### src/rtl/dpram_pkg.sv
`default_nettype none
// ----------------------------------------------------------------------------
// dpram_pkg: frame-exchange state type, DSP memory-map constants, helpers
// Revision: 1.0
// ----------------------------------------------------------------------------
package dpram_pkg;

  typedef enum logic [1:0] {
    IDLE     = 2'd0,
    COPY     = 2'd1,
    XINT     = 2'd2,
    WAIT_ACK = 2'd3
  } frameState_t;

  localparam logic [15:0] c_BASE_ADDR     = 16'h0000;
  localparam logic [15:0] c_ACK_ADDR      = 16'h00FF;
  localparam logic        c_STROBE_ACTIVE = 1'b0;

  function automatic logic [7:0] satInc8(input logic [7:0] value);
    return (value == 8'hFF) ? value : value + 8'd1;
  endfunction

endpackage
`default_nettype wire

### src/rtl/dpram_frame_scheduler_dsp_bus_sync.sv
`default_nettype none
// ----------------------------------------------------------------------------
// dsp_bus_sync: DSP strobe synchronizers, read-address capture, ack detect
// Revision: 1.0
// ----------------------------------------------------------------------------
module dsp_bus_sync
  import dpram_pkg::*;
#(
  parameter logic [15:0] ACK_ADDR = c_ACK_ADDR
) (
  input  logic        i_clk,
  input  logic        i_reset_n,
  input  logic        i_XZCS6,
  input  logic        i_XRD,
  input  logic        i_XWE,
  input  logic [15:0] i_DSP_A,
  output logic        o_dspAct,
  output logic        o_ackEvent
);

  logic [1:0]  r_zcsSync;
  logic [1:0]  r_rdSync;
  logic [1:0]  r_weSync;
  logic        r_rdPrev;
  logic [15:0] r_capAddr;

  logic w_zcsOn;
  logic w_rdOn;
  logic w_weOn;
  logic w_rdFall;
  logic w_rdRise;

  always_ff @(posedge i_clk or negedge i_reset_n) begin
    if (!i_reset_n) begin
      r_zcsSync <= {2{~c_STROBE_ACTIVE}};
      r_rdSync  <= {2{~c_STROBE_ACTIVE}};
      r_weSync  <= {2{~c_STROBE_ACTIVE}};
      r_rdPrev  <= ~c_STROBE_ACTIVE;
      r_capAddr <= '0;
    end else begin
      r_zcsSync <= {r_zcsSync[0], i_XZCS6};
      r_rdSync  <= {r_rdSync[0], i_XRD};
      r_weSync  <= {r_weSync[0], i_XWE};
      r_rdPrev  <= r_rdSync[1];
      // The bus address is long stable by the time the synced strobe falls.
      if (w_rdFall) begin
        r_capAddr <= i_DSP_A;
      end
    end
  end

  assign w_zcsOn  = (r_zcsSync[1] == c_STROBE_ACTIVE);
  assign w_rdOn   = (r_rdSync[1] == c_STROBE_ACTIVE);
  assign w_weOn   = (r_weSync[1] == c_STROBE_ACTIVE);
  assign w_rdFall = w_rdOn && (r_rdPrev != c_STROBE_ACTIVE);
  assign w_rdRise = !w_rdOn && (r_rdPrev == c_STROBE_ACTIVE);

  assign o_dspAct   = w_zcsOn && (w_rdOn || w_weOn);
  assign o_ackEvent = w_rdRise && w_zcsOn && (r_capAddr == ACK_ADDR);

endmodule
`default_nettype wire

### src/rtl/dpram_frame_scheduler.sv
`default_nettype none
// ----------------------------------------------------------------------------
// dpram_frame_scheduler: copies status words into the DPRAM, interrupts the
// DSP and supervises its acknowledge. Revision: 1.0
// ----------------------------------------------------------------------------
module dpram_frame_scheduler
  import dpram_pkg::*;
#(
  parameter int          N_WORDS     = 32,
  parameter logic [15:0] BASE_ADDR   = c_BASE_ADDR,
  parameter logic [15:0] ACK_ADDR    = c_ACK_ADDR,
  parameter int          XINT_CYC    = 20,
  parameter int          TIMEOUT_CYC = 50000,
  parameter int          ERR_LIMIT   = 3
) (
  input  logic        i_clk,
  input  logic        i_reset_n,
  input  logic        i_xint_st,
  input  logic        i_XZCS6,
  input  logic        i_XRD,
  input  logic        i_XWE,
  input  logic [15:0] i_DSP_A,
  output logic [7:0]  o_word_idx,
  input  logic [15:0] i_word_data,
  output logic        o_ram_we,
  output logic [15:0] o_ram_addr,
  output logic [15:0] o_ram_wdata,
  output logic        o_XINT1,
  output logic        o_busy,
  output logic [15:0] o_frame_cnt,
  output logic [7:0]  o_miss_cnt,
  output logic        o_overrun,
  output logic        o_sumerr_DSP
);

  localparam int c_TMR_MAX = (TIMEOUT_CYC > XINT_CYC) ? TIMEOUT_CYC : XINT_CYC;
  localparam int c_TMR_W   = $clog2(c_TMR_MAX) + 1;

  frameState_t        r_state;
  logic [7:0]         r_wordIdx;
  logic               r_ramWe;
  logic [15:0]        r_ramAddr;
  logic [15:0]        r_ramWdata;
  logic               r_xint1;
  logic               r_busy;
  logic [15:0]        r_frameCnt;
  logic [7:0]         r_missCnt;
  logic [7:0]         r_consecMiss;
  logic               r_overrun;
  logic               r_sumerr;
  logic [c_TMR_W-1:0] r_timer;

  logic       w_dspAct;
  logic       w_ackEvent;
  logic       w_lastWord;
  logic       w_xintDone;
  logic       w_timeout;
  logic [7:0] w_consecNext;

  dsp_bus_sync #(
    .ACK_ADDR (ACK_ADDR)
  ) u_dspBusSync (
    .i_clk      (i_clk),
    .i_reset_n  (i_reset_n),
    .i_XZCS6    (i_XZCS6),
    .i_XRD      (i_XRD),
    .i_XWE      (i_XWE),
    .i_DSP_A    (i_DSP_A),
    .o_dspAct   (w_dspAct),
    .o_ackEvent (w_ackEvent)
  );

  assign w_lastWord   = (r_wordIdx == 8'(N_WORDS - 1));
  assign w_xintDone   = (r_timer == c_TMR_W'(XINT_CYC - 1));
  assign w_timeout    = (r_timer == c_TMR_W'(TIMEOUT_CYC - 1));
  assign w_consecNext = satInc8(r_consecMiss);

  always_ff @(posedge i_clk or negedge i_reset_n) begin
    if (!i_reset_n) begin
      r_state      <= IDLE;
      r_wordIdx    <= '0;
      r_ramWe      <= 1'b0;
      r_ramAddr    <= '0;
      r_ramWdata   <= '0;
      r_xint1      <= 1'b1;
      r_busy       <= 1'b0;
      r_frameCnt   <= '0;
      r_missCnt    <= '0;
      r_consecMiss <= '0;
      r_overrun    <= 1'b0;
      r_sumerr     <= 1'b0;
      r_timer      <= '0;
    end else begin
      r_ramWe <= 1'b0;
      case (r_state)
        IDLE: begin
          if (i_xint_st) begin
            r_wordIdx <= '0;
            r_busy    <= 1'b1;
            r_state   <= COPY;
          end
        end

        COPY: begin
          if (i_xint_st) begin
            r_overrun <= 1'b1;
          end
          // DSP owns the RAM while active; the copy simply holds its index.
          if (!w_dspAct) begin
            r_ramWe    <= 1'b1;
            r_ramAddr  <= BASE_ADDR + {8'h00, r_wordIdx};
            r_ramWdata <= i_word_data;
            r_wordIdx  <= r_wordIdx + 8'd1;
            if (w_lastWord) begin
              r_frameCnt <= r_frameCnt + 16'd1;
              r_xint1    <= 1'b0;
              r_timer    <= '0;
              r_state    <= XINT;
            end
          end
        end

        XINT: begin
          if (i_xint_st) begin
            r_overrun <= 1'b1;
          end
          if (w_xintDone) begin
            r_xint1 <= 1'b1;
            r_timer <= '0;
            r_state <= WAIT_ACK;
          end else begin
            r_timer <= r_timer + 1'b1;
          end
        end

        WAIT_ACK: begin
          // A start pulse coinciding with the exit is dropped without overrun.
          if (w_ackEvent) begin
            r_consecMiss <= '0;
            r_busy       <= 1'b0;
            r_state      <= IDLE;
          end else if (w_timeout) begin
            r_missCnt    <= satInc8(r_missCnt);
            r_consecMiss <= w_consecNext;
            if (int'(w_consecNext) >= ERR_LIMIT) begin
              r_sumerr <= 1'b1;
            end
            r_busy  <= 1'b0;
            r_state <= IDLE;
          end else begin
            r_timer <= r_timer + 1'b1;
            if (i_xint_st) begin
              r_overrun <= 1'b1;
            end
          end
        end

        default: begin
          r_busy  <= 1'b0;
          r_xint1 <= 1'b1;
          r_state <= IDLE;
        end
      endcase
    end
  end

  assign o_word_idx   = r_wordIdx;
  assign o_ram_we     = r_ramWe;
  assign o_ram_addr   = r_ramAddr;
  assign o_ram_wdata  = r_ramWdata;
  assign o_XINT1      = r_xint1;
  assign o_busy       = r_busy;
  assign o_frame_cnt  = r_frameCnt;
  assign o_miss_cnt   = r_missCnt;
  assign o_overrun    = r_overrun;
  assign o_sumerr_DSP = r_sumerr;

endmodule
`default_nettype wire

### config.mk
export PLATFORM = sky130hd
export DESIGN_NAME = dpram_frame_scheduler
export DESIGN_NICKNAME = d
export VERILOG_FILES = /design/src/rtl/dpram_pkg.sv /design/src/rtl/dpram_frame_scheduler_dsp_bus_sync.sv /design/src/rtl/dpram_frame_scheduler.sv
export SDC_FILE = /design/constraint.sdc
export NUM_CORES = 1
export LEC_CHECK = 0
export ABC_AREA = 1
export BUFFER_PORTS_ARGS = -buffer_cell sky130_fd_sc_hd__clkbuf_2
export CORE_MARGIN = 5
export CORE_UTILIZATION = 56
export CTS_CLUSTER_SIZE = 14
export DETAILED_ROUTE_END_ITERATION = 7
export HOLD_SLACK_MARGIN = 0.05
export PLACE_DENSITY = 0.85
export SLEW_MARGIN = 20
export SYNTH_ARGS = -nofsm -noshare
export SYNTH_HDL_FRONTEND = slang
export SYNTH_SLANG_ARGS = --single-unit
### constraint.sdc
create_clock -name i_clk -period 2.4 [get_ports i_clk]
set_clock_uncertainty 0.2 [all_clocks]
set_input_delay 0.48 -clock i_clk [delete_from_list [all_inputs] [get_ports i_clk]]
set_output_delay 0.48 -clock i_clk [all_outputs]
set_load 0.02 [all_outputs]
==> results.ini <==
[status]
run_status=completed

[timing]
post-route-period-util=0.855
finalHoldViolCount=0
setup_total_negative_slack_ns=0
grt_setup_unrepaired=false
normalized_max_slew_margin=0.656
layout_min_cycle_time_ns=2.05
finalSetupViolCount=0
hold_slack_ns=0.0901
tightest_slew_ns=0.513
clock.fmax_ghz=0.487
final-max-slew-violation-count=0

[power_and_ir_drop]
ir_drop_mv=0.486
finalPower_mw=4.98
power.static_leakage_nw=3.61
share_seq_of_total_power=0.460
clockPowerShare=0.216
switch_share=0.393
power_frac_comb=0.323
p_per_area_nw_per_um2=725
p_sw_mw=1.96
p_int_mw=3.03

[cells_and_area]
n_antenna_cell=0
multi_input_area_um2=2840
layout.filler_cells=889
fraction_of_final_layout_cells_sized_beyond_drive_strength_1=0.184
final-seq-area_um2=2790
layout.nets=930
synthToLayoutAreaGrowth_pct=14.4

[clock_network]
cts_buffers=9
cts_hold_repair.buffers=4
cts-root-buf=sky130_fd_sc_hd__clkbuf_8
post-cts-setup-buffers=0
tritoncts_num_sinks=111
clock_path_buffers=2
tritoncts_clock_tree=done
worst_skew_pair.late_latency_ns=0.37
cts.htree.levels=3
clkTransAtPathRegs_ns=0.11
post_cts_resize_count=0

[yosys]
synth.area.mux_share=0.0262
synth_top_area_cell=sky130_fd_sc_hd__dfrtp_1
synth-seq-cells=111
synth-compound-area-share=0.0446
mappedNetlistArea_um2=6010
post-synth-top-area-fraction=0.429
netlist_cell_types=36
synth_most_common_cell=sky130_fd_sc_hd__nand2_1
postSynthCellCount=777
synthArstFlopShare=1.00
synth.avg_cell_area_um2=7.73
yosys_warning_count=0
synthXorXnorAreaFrac=0.0466
top_area_cells_in_the_synthesized_netlist=sky130_fd_sc_hd__dfrtp_1 (43%), sky130_fd_sc_hd__nand2_1 (18%), sky130_fd_sc_hd__nand3_1 (5.3%)
synth_seq_area_share=0.464
synth_simple_gate_area_frac=0.329
combinational_family_with_the_most_area_after_synthesis=simple AND/OR/NAND/NOR gates
synth_enable_flop_cells=0
synth_top_cells_by_count=sky130_fd_sc_hd__nand2_1 (281), sky130_fd_sc_hd__dfrtp_1 (103), sky130_fd_sc_hd__nor2_1 (72)
postSynth.topFlopCell=sky130_fd_sc_hd__dfrtp_1
synth-adder-area-share=0.0208

[drt]
route.detailed.vias_per_inst=5.12
routed_wl_mm=13.3
avgRoutedWirePerCell_um=13.0
number_of_optimization_iterations_in_the_first_detailed_route_pass=5
drt-initial-drc-count=441
drc_errors=0
route.vias.total=5236
antenna_left=0

[die]
rows=37
fp.dieH_um=114
die_area_um2=12900
core_region_area_um2=10400
io-pin-count=107
die-width_um=114
initial_core_util=0.577

[placement]
detailed_place_hpwl_mm=10.0
input_output_buffers=98
gp_congestion=0.918

[global_routing]
global_route.usage.total=0.213
grt_max_degree=43
grt_antenna_before_repair=0
gr-total-overflow=0
first_global_vias=4833
first_pass_grt_wire_length_mm=22.7

[worst_hold_path]
hold_class=primary input to flip-flop
holdPathStages=3

[setup_path]
r2r.worst_path.cells=10
worst-setup-path-type=flip-flop to flip-flop
cp_data_required_time_ns=2.48
crit_arrival_ns=2.13
start_kind=flip-flop
cp-end-kind=flip-flop
critical_path.max_fanout=9

[flow_run]
maxCapViolCount=0

-- layout by cell type, fill, tap and decap left out, types with 3 or more instances in the layout --
| cell | n |
|---|---|
| sky130_fd_sc_hd__nand2_1 | 281 |
| sky130_fd_sc_hd__dfrtp_1 | 103 |
| sky130_fd_sc_hd__clkbuf_2 | 97 |
| sky130_fd_sc_hd__nor2_1 | 72 |
| sky130_fd_sc_hd__inv_1 | 69 |
| sky130_fd_sc_hd__nand3_1 | 64 |
| sky130_fd_sc_hd__o21ai_0 | 28 |
| sky130_fd_sc_hd__xor2_1 | 22 |
| sky130_fd_sc_hd__nand4_1 | 21 |
| sky130_fd_sc_hd__a21oi_1 | 16 |
| sky130_fd_sc_hd__mux2_2 | 14 |
| sky130_fd_sc_hd__xnor2_1 | 10 |
| sky130_fd_sc_hd__ha_1 | 10 |
| sky130_fd_sc_hd__clkbuf_8 | 10 |
| sky130_fd_sc_hd__conb_1 | 8 |
| sky130_fd_sc_hd__dfstp_2 | 8 |
| sky130_fd_sc_hd__nor3_1 | 7 |
| sky130_fd_sc_hd__buf_4 | 6 |
| sky130_fd_sc_hd__nand2_2 | 5 |
| sky130_fd_sc_hd__dlygate4sd3_1 | 4 |
| sky130_fd_sc_hd__clkinv_2 | 3 |
-- worst max-delay path: stages (launching register included) --
cell                      delay, ns
sky130_fd_sc_hd__dfrtp_1       0.40
sky130_fd_sc_hd__ha_1          0.26
sky130_fd_sc_hd__nand2_2       0.12
sky130_fd_sc_hd__nor2_8        0.16
sky130_fd_sc_hd__inv_2         0.04
sky130_fd_sc_hd__nor2_1        0.09
sky130_fd_sc_hd__nand3_1       0.14
sky130_fd_sc_hd__nor2_4        0.25
sky130_fd_sc_hd__nand2_2       0.16
sky130_fd_sc_hd__nand2_1       0.08
sky130_fd_sc_hd__nand2_1       0.05
-- through the flow --
stage,instance area (um2),worst slack [ns],cells,utilization
2_1_floorplan,6030,0.447,784,-
3_3_place_gp,6650,0.386,1003,0.638
3_5_place_dp,6650,0.359,1003,0.638
4_1_cts,6870,0.361,1023,0.660
5_1_grt,6870,0.188,1023,0.660
6_report,6870,0.348,1023,0.660
-- power groups by stage --
| stage | logic [mW] | clock network [mW] | registers [mW] |
|---|---|---|---|
| 2_1_floorplan | 0.924 | 0 | 2.53 |
| 3_3_place_gp | 1.59 | 0 | 2.32 |
| 3_5_place_dp | 1.61 | 0 | 2.33 |
| 4_1_cts | 1.62 | 1.10 | 2.29 |
| 5_1_grt | 1.80 | 1.19 | 2.34 |
| 6_report | 1.61 | 1.08 | 2.29 |
-- cells by family after synthesis --
group | Yosys count
compound gates | 50
mux | 14
other cells | 1
buf+inv | 96
xor+xnor | 32
simple gates | 463
flops | 111
fa+ha+maj | 10
-- per-layer routing --
layer | global-route usage | part of all wire
met1 | 0.290 | 0.45
met2 | 0.355 | 0.48
met3 | 0.0477 | 0.062
met4 | 0.0377 | 0.0093
met5 | 0 | 0
-- sequential cells by signal, indices dropped and copies added (netlist names) --
signal	count
u_dspBusSync.r_rdSync	2
o_XINT1	1
r_state	2
r_consecMiss	8
u_dspBusSync.r_capAddr	16
o_word_idx	8
u_dspBusSync.r_rdPrev	1
o_busy	1
u_dspBusSync.r_weSync	2
o_ram_addr	8
o_frame_cnt	16
o_ram_we	1
r_timer	17
o_overrun	1
o_miss_cnt	8
u_dspBusSync.r_zcsSync	2
o_sumerr_DSP	1
o_ram_wdata	16
-- area by class of cell --
| cell class | count | area share |
|---|---|---|
| tap | 136 | 0.0248 |
| timing repair buffer | 109 | 0.0889 |
| clock inverter | 6 | 0.00710 |
| sequential | 111 | 0.406 |
| multi-input combinational | 577 | 0.413 |
| inverter | 74 | 0.0406 |
| clock buffer | 10 | 0.0200 |
-- final timing paths --
path,start,slack [ns],end
max reg2reg,r_timer[0],0.35,o_miss_cnt[3]
max,r_timer[0],0.35,o_miss_cnt[3]
max in group asynchronous,i_reset_n,0.91,u_dspBusSync.r_weSync[0]
min reg2reg,u_dspBusSync.r_weSync[0],0.15,u_dspBusSync.r_weSync[1]
min in group asynchronous,i_reset_n,0.41,o_miss_cnt[4]
min,i_word_data[7],0.09,o_ram_wdata[7]
No activity file was read; power rests on OpenSTA's default activity.
